<file path="config.mk">
export PLATFORM = sky130hd
export DESIGN_NAME = bus_op_sequencer
export DESIGN_NICKNAME = d
export VERILOG_FILES = /design/src/rtl/seq_pkg.sv /design/src/rtl/reg_sel_decoder.sv /design/src/rtl/bus_op_sequencer.sv
export SDC_FILE = /design/constraint.sdc
export NUM_CORES = 1
export LEC_CHECK = 0
export CAP_MARGIN = 5
export CORE_ASPECT_RATIO = 0.8
export CORE_UTILIZATION = 47
export CTS_CLUSTER_SIZE = 20
export DETAILED_ROUTE_END_ITERATION = 7
export PLACE_DENSITY = 0.85
export SLEW_MARGIN = 30
export SYNTH_ARGS = -nofsm -noshare
export SYNTH_HDL_FRONTEND = slang
export SYNTH_SLANG_ARGS = --single-unit
</file>
<file path="constraint.sdc">
create_clock -name clk -period 1.6 [get_ports clk]
set_input_delay 0.32 -clock clk [delete_from_list [all_inputs] [get_ports clk]]
set_output_delay 0.32 -clock clk [all_outputs]
set_load 0.05 [all_outputs]
</file>
<file path="src/rtl/seq_pkg.sv">
// Shared constants for the bus operation sequencer: FSM state encodings,
// the immediate-load opcode and the register-index width helper.
package seq_pkg;

  localparam int unsigned STATE_W = 3;

  localparam logic [STATE_W-1:0] ST_IDLE = 3'd0;
  localparam logic [STATE_W-1:0] ST_LD_A = 3'd1;
  localparam logic [STATE_W-1:0] ST_LD_B = 3'd2;
  localparam logic [STATE_W-1:0] ST_EXEC = 3'd3;
  localparam logic [STATE_W-1:0] ST_WB   = 3'd4;
  localparam logic [STATE_W-1:0] ST_IMM  = 3'd5;

  localparam int unsigned OP_W = 4;

  // Opcode that selects the immediate-load path when that path is built in.
  localparam logic [OP_W-1:0] OP_LOADI = 4'hF;

  // Register index width; a single-entry file still needs one index bit.
  function automatic int unsigned ridx_w(input int unsigned n);
    return (n > 1) ? $clog2(n) : 1;
  endfunction

endpackage

</file>
<file path="src/rtl/reg_sel_decoder.sv">
// Register index to one-hot enable decoder; all-zero output when disabled
// or when the index points past the last register.
module reg_sel_decoder
  import seq_pkg::*;
#(
  parameter  int unsigned NUM_REGS = 4,
  localparam int unsigned RIDX     = ridx_w(NUM_REGS)
) (
  input  logic [RIDX-1:0]     idx,
  input  logic                en,
  output logic [NUM_REGS-1:0] onehot_c
);

  always_comb begin
    onehot_c = '0;
    for (int unsigned i = 0; i < NUM_REGS; i++) begin
      onehot_c[i] = en && (idx == RIDX'(i));
    end
  end

endmodule

</file>
<file path="src/rtl/bus_op_sequencer.sv">
// Control sequencer for the shared-bus ALU datapath: one instruction per
// handshake, run as load A, load B, execute, write back. Define
// SEQ_IMM_LOAD_EN to add the immediate-load path (instr_imm, imm_bus, imm_out_en).
module bus_op_sequencer
  import seq_pkg::*;
#(
  parameter  int unsigned NUM_REGS = 4,
  parameter  int unsigned SEL_W    = 4,
`ifdef SEQ_IMM_LOAD_EN
  parameter  int unsigned DATA_W   = 16,
`endif
  parameter  int unsigned CNT_W    = 16,
  localparam int unsigned RIDX     = ridx_w(NUM_REGS)
) (
  input  logic                clk,
  input  logic                reset,
  input  logic                instr_valid,
  output logic                instr_ready,
  input  logic [SEL_W-1:0]    instr_op,
  input  logic [RIDX-1:0]     instr_rx,
  input  logic [RIDX-1:0]     instr_ry,
  input  logic [RIDX-1:0]     instr_rd,
`ifdef SEQ_IMM_LOAD_EN
  input  logic [DATA_W-1:0]   instr_imm,
  output logic [DATA_W-1:0]   imm_bus,
  output logic                imm_out_en,
`endif
  output logic [NUM_REGS-1:0] reg_out_en,
  output logic [NUM_REGS-1:0] reg_in_en,
  output logic                alu_a,
  output logic                alu_b,
  output logic [SEL_W-1:0]    sel,
  output logic                alu_in_en,
  output logic                alu_out_en,
  output logic                done,
  output logic [CNT_W-1:0]    retired_cnt
);

  logic [STATE_W-1:0]  state_q;
  logic [STATE_W-1:0]  state_d;
  logic [RIDX-1:0]     rx_q;
  logic [RIDX-1:0]     ry_q;
  logic [RIDX-1:0]     rd_q;
  logic [RIDX-1:0]     rx_d;
  logic [RIDX-1:0]     ry_d;
  logic [RIDX-1:0]     rd_d;
  logic                accept_c;
  logic                loadi_c;
  logic [RIDX-1:0]     out_idx_c;
  logic                out_sel_c;
  logic                in_sel_c;
  logic [NUM_REGS-1:0] out_onehot_c;
  logic [NUM_REGS-1:0] in_onehot_c;

  assign accept_c = instr_valid && instr_ready;

`ifdef SEQ_IMM_LOAD_EN
  logic [DATA_W-1:0] imm_q;

  assign loadi_c = accept_c && (instr_op == {SEL_W{1'b1}});
  assign imm_bus = imm_out_en ? imm_q : {DATA_W{1'bz}};
`else
  assign loadi_c = 1'b0;
`endif

  // Next state; instr_ready is only high in IDLE, WB and IMM.
  always_comb begin
    state_d = state_q;
    case (state_q)
      ST_IDLE: begin
        if (accept_c) begin
          state_d = loadi_c ? ST_IMM : ST_LD_A;
        end
      end
      ST_LD_A: state_d = ST_LD_B;
      ST_LD_B: state_d = ST_EXEC;
      ST_EXEC: state_d = ST_WB;
      ST_WB, ST_IMM: begin
        if (accept_c) begin
          state_d = loadi_c ? ST_IMM : ST_LD_A;
        end else begin
          state_d = ST_IDLE;
        end
      end
      default: state_d = ST_IDLE;
    endcase
  end

  // Field values the next cycle will see, so strobes can be registered.
  always_comb begin
    rx_d = rx_q;
    ry_d = ry_q;
    rd_d = rd_q;
    if (accept_c) begin
      rx_d = instr_rx;
      ry_d = instr_ry;
      rd_d = instr_rd;
    end
  end

  always_comb begin
    out_sel_c = (state_d == ST_LD_A) || (state_d == ST_LD_B);
    in_sel_c  = (state_d == ST_WB) || (state_d == ST_IMM);
    out_idx_c = (state_d == ST_LD_B) ? ry_d : rx_d;
  end

  reg_sel_decoder #(.NUM_REGS(NUM_REGS)) u_out_dec (
    .idx      (out_idx_c),
    .en       (out_sel_c),
    .onehot_c (out_onehot_c)
  );

  reg_sel_decoder #(.NUM_REGS(NUM_REGS)) u_in_dec (
    .idx      (rd_d),
    .en       (in_sel_c),
    .onehot_c (in_onehot_c)
  );

  // State and latched instruction fields.
  always_ff @(posedge clk or negedge reset) begin
    if (!reset) begin
      state_q <= ST_IDLE;
      rx_q    <= '0;
      ry_q    <= '0;
      rd_q    <= '0;
      sel     <= '0;
    end else begin
      state_q <= state_d;
      rx_q    <= rx_d;
      ry_q    <= ry_d;
      rd_q    <= rd_d;
      if (accept_c) begin
        sel <= instr_op;
      end
    end
  end

  // Control strobes, registered from the next state so they track state_q exactly.
  always_ff @(posedge clk or negedge reset) begin
    if (!reset) begin
      instr_ready <= 1'b1;
      reg_out_en  <= '0;
      reg_in_en   <= '0;
      alu_a       <= 1'b0;
      alu_b       <= 1'b0;
      alu_in_en   <= 1'b0;
      alu_out_en  <= 1'b0;
      done        <= 1'b0;
    end else begin
      instr_ready <= (state_d == ST_IDLE) || (state_d == ST_WB) || (state_d == ST_IMM);
      reg_out_en  <= out_onehot_c;
      reg_in_en   <= in_onehot_c;
      alu_a       <= (state_d == ST_LD_A);
      alu_b       <= (state_d == ST_LD_B);
      alu_in_en   <= (state_d == ST_EXEC);
      alu_out_en  <= (state_d == ST_WB);
      done        <= in_sel_c;
    end
  end

  // Retirement counter advances on the edge that leaves WB or IMM.
  always_ff @(posedge clk or negedge reset) begin
    if (!reset) begin
      retired_cnt <= '0;
    end else if ((state_q == ST_WB) || (state_q == ST_IMM)) begin
      retired_cnt <= retired_cnt + CNT_W'(1);
    end
  end

`ifdef SEQ_IMM_LOAD_EN
  always_ff @(posedge clk or negedge reset) begin
    if (!reset) begin
      imm_q      <= '0;
      imm_out_en <= 1'b0;
    end else begin
      if (accept_c) begin
        imm_q <= instr_imm;
      end
      imm_out_en <= (state_d == ST_IMM);
    end
  end
`endif

endmodule

</file>
Word-level counts from Yosys, hierarchy flattened
Index checks and enable logic that the tools add are counted.

$add $sub $neg: 1. Equality and inequality tests: 16. Mux-type cells: 7. Reduce and logical (&&, ||, !) cells: 19.

Operators by type and width (count): $add A16 B1 Y16 const B (1); $pmux W3 S5 (1); $eq A3 B2 Y1 const B (4); $eq A3 B3 Y1 const B (4); $logic_and A1 B1 Y1 (9); $eq A2 B2 Y1 const B (4); $mux W2 (4); $eq A3 B1 Y1 const B (2); $logic_not A3 Y1 (2); $logic_or A1 B1 Y1 (5); $eq A2 B1 Y1 const B (2); $logic_not A2 Y1 (2); $mux W3 (1); $reduce_or A2 Y1 (1); $mux W1 (1).

Register bits: 43. Bits of input ports: 13. Output and inout port bits: 34. Word-level logic and storage cells: 57.

Logic depth before layout (Yosys ltp)
Depth after elaboration: 7. Depth in mapped cells: 5. Mapped depth without buffers: 5.

Hierarchy
Synthesis repeated with hierarchy kept, for this count alone.

Cell total of the unflattened synthesis: 122. Area, all modules: 1721.7 sq um.

Modules (own cells, without submodules): bus_op_sequencer (instances 1, cells each 114, area an instance 1646.6 sq um, seq. area each 1077.3 sq um); reg_sel_decoder (instances 2, cells each 4, area an instance 37.5 sq um, seq. area each 0.0 sq um).

Least setup slack after synthesis
Ideal clock, no wire load.

Path kind: register to register. Start: register retired_cnt[0]. End: register retired_cnt[8]. Library setup time: 0.082 ns. Arrival: 1.552 ns. Required time: 1.518 ns. Path slack: -0.033 ns. Stages on the path, launching flop included: 6. Path buffers: 0. Period minus slack after synthesis: 1.633 ns. Cells stage by stage: dfrtp_1 > ha_1 > nand3b_2 > nor2_1 > and4_1 > xor2_1.

Cells in the longest elaborated chain, start to end: 1.

Ends and longest elaborated chain: start, declared (RTL line bus_op_sequencer.sv:36) `output logic [CNT_W-1:0] retired_cnt`; start signal, assigned (RTL line bus_op_sequencer.sv:166) `retired_cnt <= retired_cnt + CNT_W'(1);`; $add A16 B1 Y16 (RTL line bus_op_sequencer.sv:166).

No other way between the ends. A chain may end at the register's enable or synchronous reset.

Worst setup path in the final report
Start: register retired_cnt[2]. End: register retired_cnt[10].

Same word-level chain as after synthesis.

==> run_results.csv <==
group,metric,value,unit
run_status,status,"complete, no violations",
power_and_ir_drop,p_leak,0.00119,µW
setup_path,cp-end-kind,"register",
sta,finalMaxSlewViolations,0,
routing,ant_nets,0,
layout,final_cell_mix,"dfrtp_1, nand2_1, buf_4",
layout,layout.nets,231,
layout,fin_area,0.00247,mm²
clocking,cts_buffer_depth,2,
sta,max_slew.worst_pin.slew,499,ps
sta,rsz0062_at_grt,"false",
clocking,ctsRootBufferMaster,"clkbuf_8",
setup_path,crit_family,"simple AND/OR/NAND/NOR gates",
yosys,yosys.cell_types.count,31,
sta,finClkSkew,2.53,ps
routing,viasPerCell,5.14,
placed_design,place_area,0.00239,mm²
layout,antennaDiodeCount,0,
die,fp.dieW,70.2,µm
yosys,yosys_warnings,0,
die,core_area,0.00349,mm²
die,fp-row-count,19,
routing,drc,0,
setup_path,reg2reg_slack,220,ps
setup_path,cp-startpoint,"retired_cnt[2]",
yosys,synth_seq_cells,41,
job,max-cap-violations,0,
placed_design,dp_slack,15.2,ps
yosys,synth_edf_count,0,
placed_design,port_buffers,46,
yosys,synth_cells,164,
sta,final.min_clock_period,1380,ps
routing,vias,1337,
setup_path,reg2reg_to,"retired_cnt[10]",
routing,firstDrtPassIters,4,
clocking,h-tree-depth,2,
clocking,path_clk_slew,70,ps
yosys,mappedNetlistNets,178,
setup_path,required,1770,ps
routing,drt_iter0_markers,71,
layout,syn2layout_area_growth,41.1,%
power_and_ir_drop,p_per_area,1700,mW/mm²
setup_path,reg2regPathDepth,4,
setup_path,critical_path_depth,4,
layout,drive_gt1_share,25.7,%
global_routing,grt_pass1_vias,1214,
sta,fin_crit_sh,86.6,%
yosys,synth_area,0.00175,mm²
setup_path,start_kind,"register",
yosys,avgSynthCellArea,10.7,µm²
yosys,async_flop_share,100,%
clocking,cts_resized,0,
power_and_ir_drop,ir_worst_vdd,1180,µV
sta,worst_slack,215,ps
global_routing,antenna_found_initial,0,
setup_path,cp.arrival,1550,ps
sta,finalHoldViolCount,0,
routing,wl_per_cell,13.7,µm
sta,setup_violations,0,
placed_design,gp_congestion,0.780,
global_routing,grt-ovfl-total,0,
yosys,seq_area_frac_synth,58.7,%
layout,final_common_cell,"dfrtp_1",
min_path,hold_class,"primary input to async pin",
clocking,cts.sinks,41,
global_routing,grt_max_degree,42,
setup_path,slowest_delay,480,ps
placed_design,hpwl,2570,µm
setup_path,cp_cell_sequence,"nand3_1 -> nor3_2 -> nand2_1 -> xnor2_1",
die,io_pins,47,
global_routing,grt_pass1_wl,6020,µm
clocking,cts_tree,"done",
clocking,postCtsHoldBufs,0,
clocking,cts_inserted_buffers,5,
yosys,synth_flop_cell,"dfrtp_1",
die,start_util,50.1,%
setup_path,path_class,"register to register",
setup_path,cp_max_fo,5,
die,die_y,56.6,µm
sta,relSlewSlack,66.7,%
global_routing,grt.total_usage,19.9,%
sta,finalSetupTns,0,ps
die,die-area,0.00397,mm²
setup_path,endpoint,"retired_cnt[10]",
setup_path,slowest_stage,"dfrtp_1",
routing,wl,3550,µm
setup_path,r2r-start,"retired_cnt[2]",
clocking,cts_setup_buffers,0,
setup_path,cp.buffers_inverters,0,
sta,fmax,722,MHz
clocking,clock_latency,280,ps
worst reg2reg max path, delay by kind of cell (launching register included):
kind	cells	cell delay, ps
flops	1	480
xor+xnor	1	140
simple gates	3	650
cell usage after synthesis, types with 2 or more instances:
| master | count | area (µm²) |
|---|---|---|
| nor3_1 | 4 | 20.0 |
| inv_1 | 4 | 15.0 |
| clkbuf_1 | 2 | 7.51 |
| a21oi_1 | 9 | 45.0 |
| xor2_1 | 5 | 43.8 |
| nand4_1 | 4 | 25.0 |
| buf_2 | 3 | 15.0 |
| nor2_1 | 11 | 41.3 |
| nand3b_1 | 4 | 30.0 |
| dfrtp_1 | 40 | 1000 |
| o21ai_0 | 2 | 10.0 |
| and3_1 | 3 | 18.8 |
| nand2b_1 | 3 | 18.8 |
| nand3_1 | 10 | 50.1 |
| nor2b_1 | 2 | 12.5 |
| nand2_1 | 30 | 113 |
| nor3b_1 | 4 | 30.0 |
| xnor2_1 | 11 | 96.3 |
logic make-up after synthesis:
logic type      synth area share, %
simple gates                   25.3
flops                          58.7
xor+xnor                       8.01
compound gates                 3.86
buf+inv                        2.79
mux                           0.644
fa+ha+maj                     0.715
per-stage QoR:
step / std cells / util [%] / total power, µW / hold WS [ps]
3_3_place_gp: 252 / 68.3 / 3550 / 406
3_5_place_dp: 252 / 68.3 / 3590 / 407
2_1_floorplan: 164 / - / 2840 / 24.4
4_1_cts: 260 / 70.6 / 4240 / 94.9
6_report: 260 / 70.6 / 4210 / 79.0
5_1_grt: 260 / 70.6 / 4450 / 114
final cells by class:
class / count / area [µm²]
multi-input cells: 113 / 673
flip-flops and latches: 41 / 1030
repair buffers: 52 / 616
inverters: 4 / 15.0
well taps: 42 / 52.6
clock buffers: 8 / 80.1
fillers: 246 / 1030
registers in the layout, summed over array words and instances (netlist names):
name and count:
state_q 3, reg_out_en 4, alu_in_en 1, reg_in_en 4, rd_q 2, retired_cnt 16, alu_out_en 1, done 1
alu_b 1, ry_q 2, alu_a 1, instr_ready 1, sel 4
power by group:
group / switching [µW] / total, µW / internal (µW)
clock network: 320 / 630 / 310
registers: 297 / 1630 / 1330
logic: 1200 / 1950 / 746
per-layer routing:
layer  routed length (µm)  share of wire, %  vias up  global-route usage (%)
met5                    0                 0        -                       0
met4                   21              0.59        0                    6.86
met3                  161               4.5        2                    5.21
met2                 1740                49       47                    30.2
met1                 1620                46      637                    28.0
li1                     -                 -      651                       -
worst min path at each step:
stage,startpoint,to,depth (start not counted)
after CTS,reset,retired_cnt[9],2
after global placement,reset,retired_cnt[9],2
final,reset,retired_cnt[8],2
after floorplan,reset,alu_a,0
after global routing,reset,retired_cnt[9],2
after detailed placement,reset,retired_cnt[9],2
No activity file was read; power rests on OpenSTA's default activity.
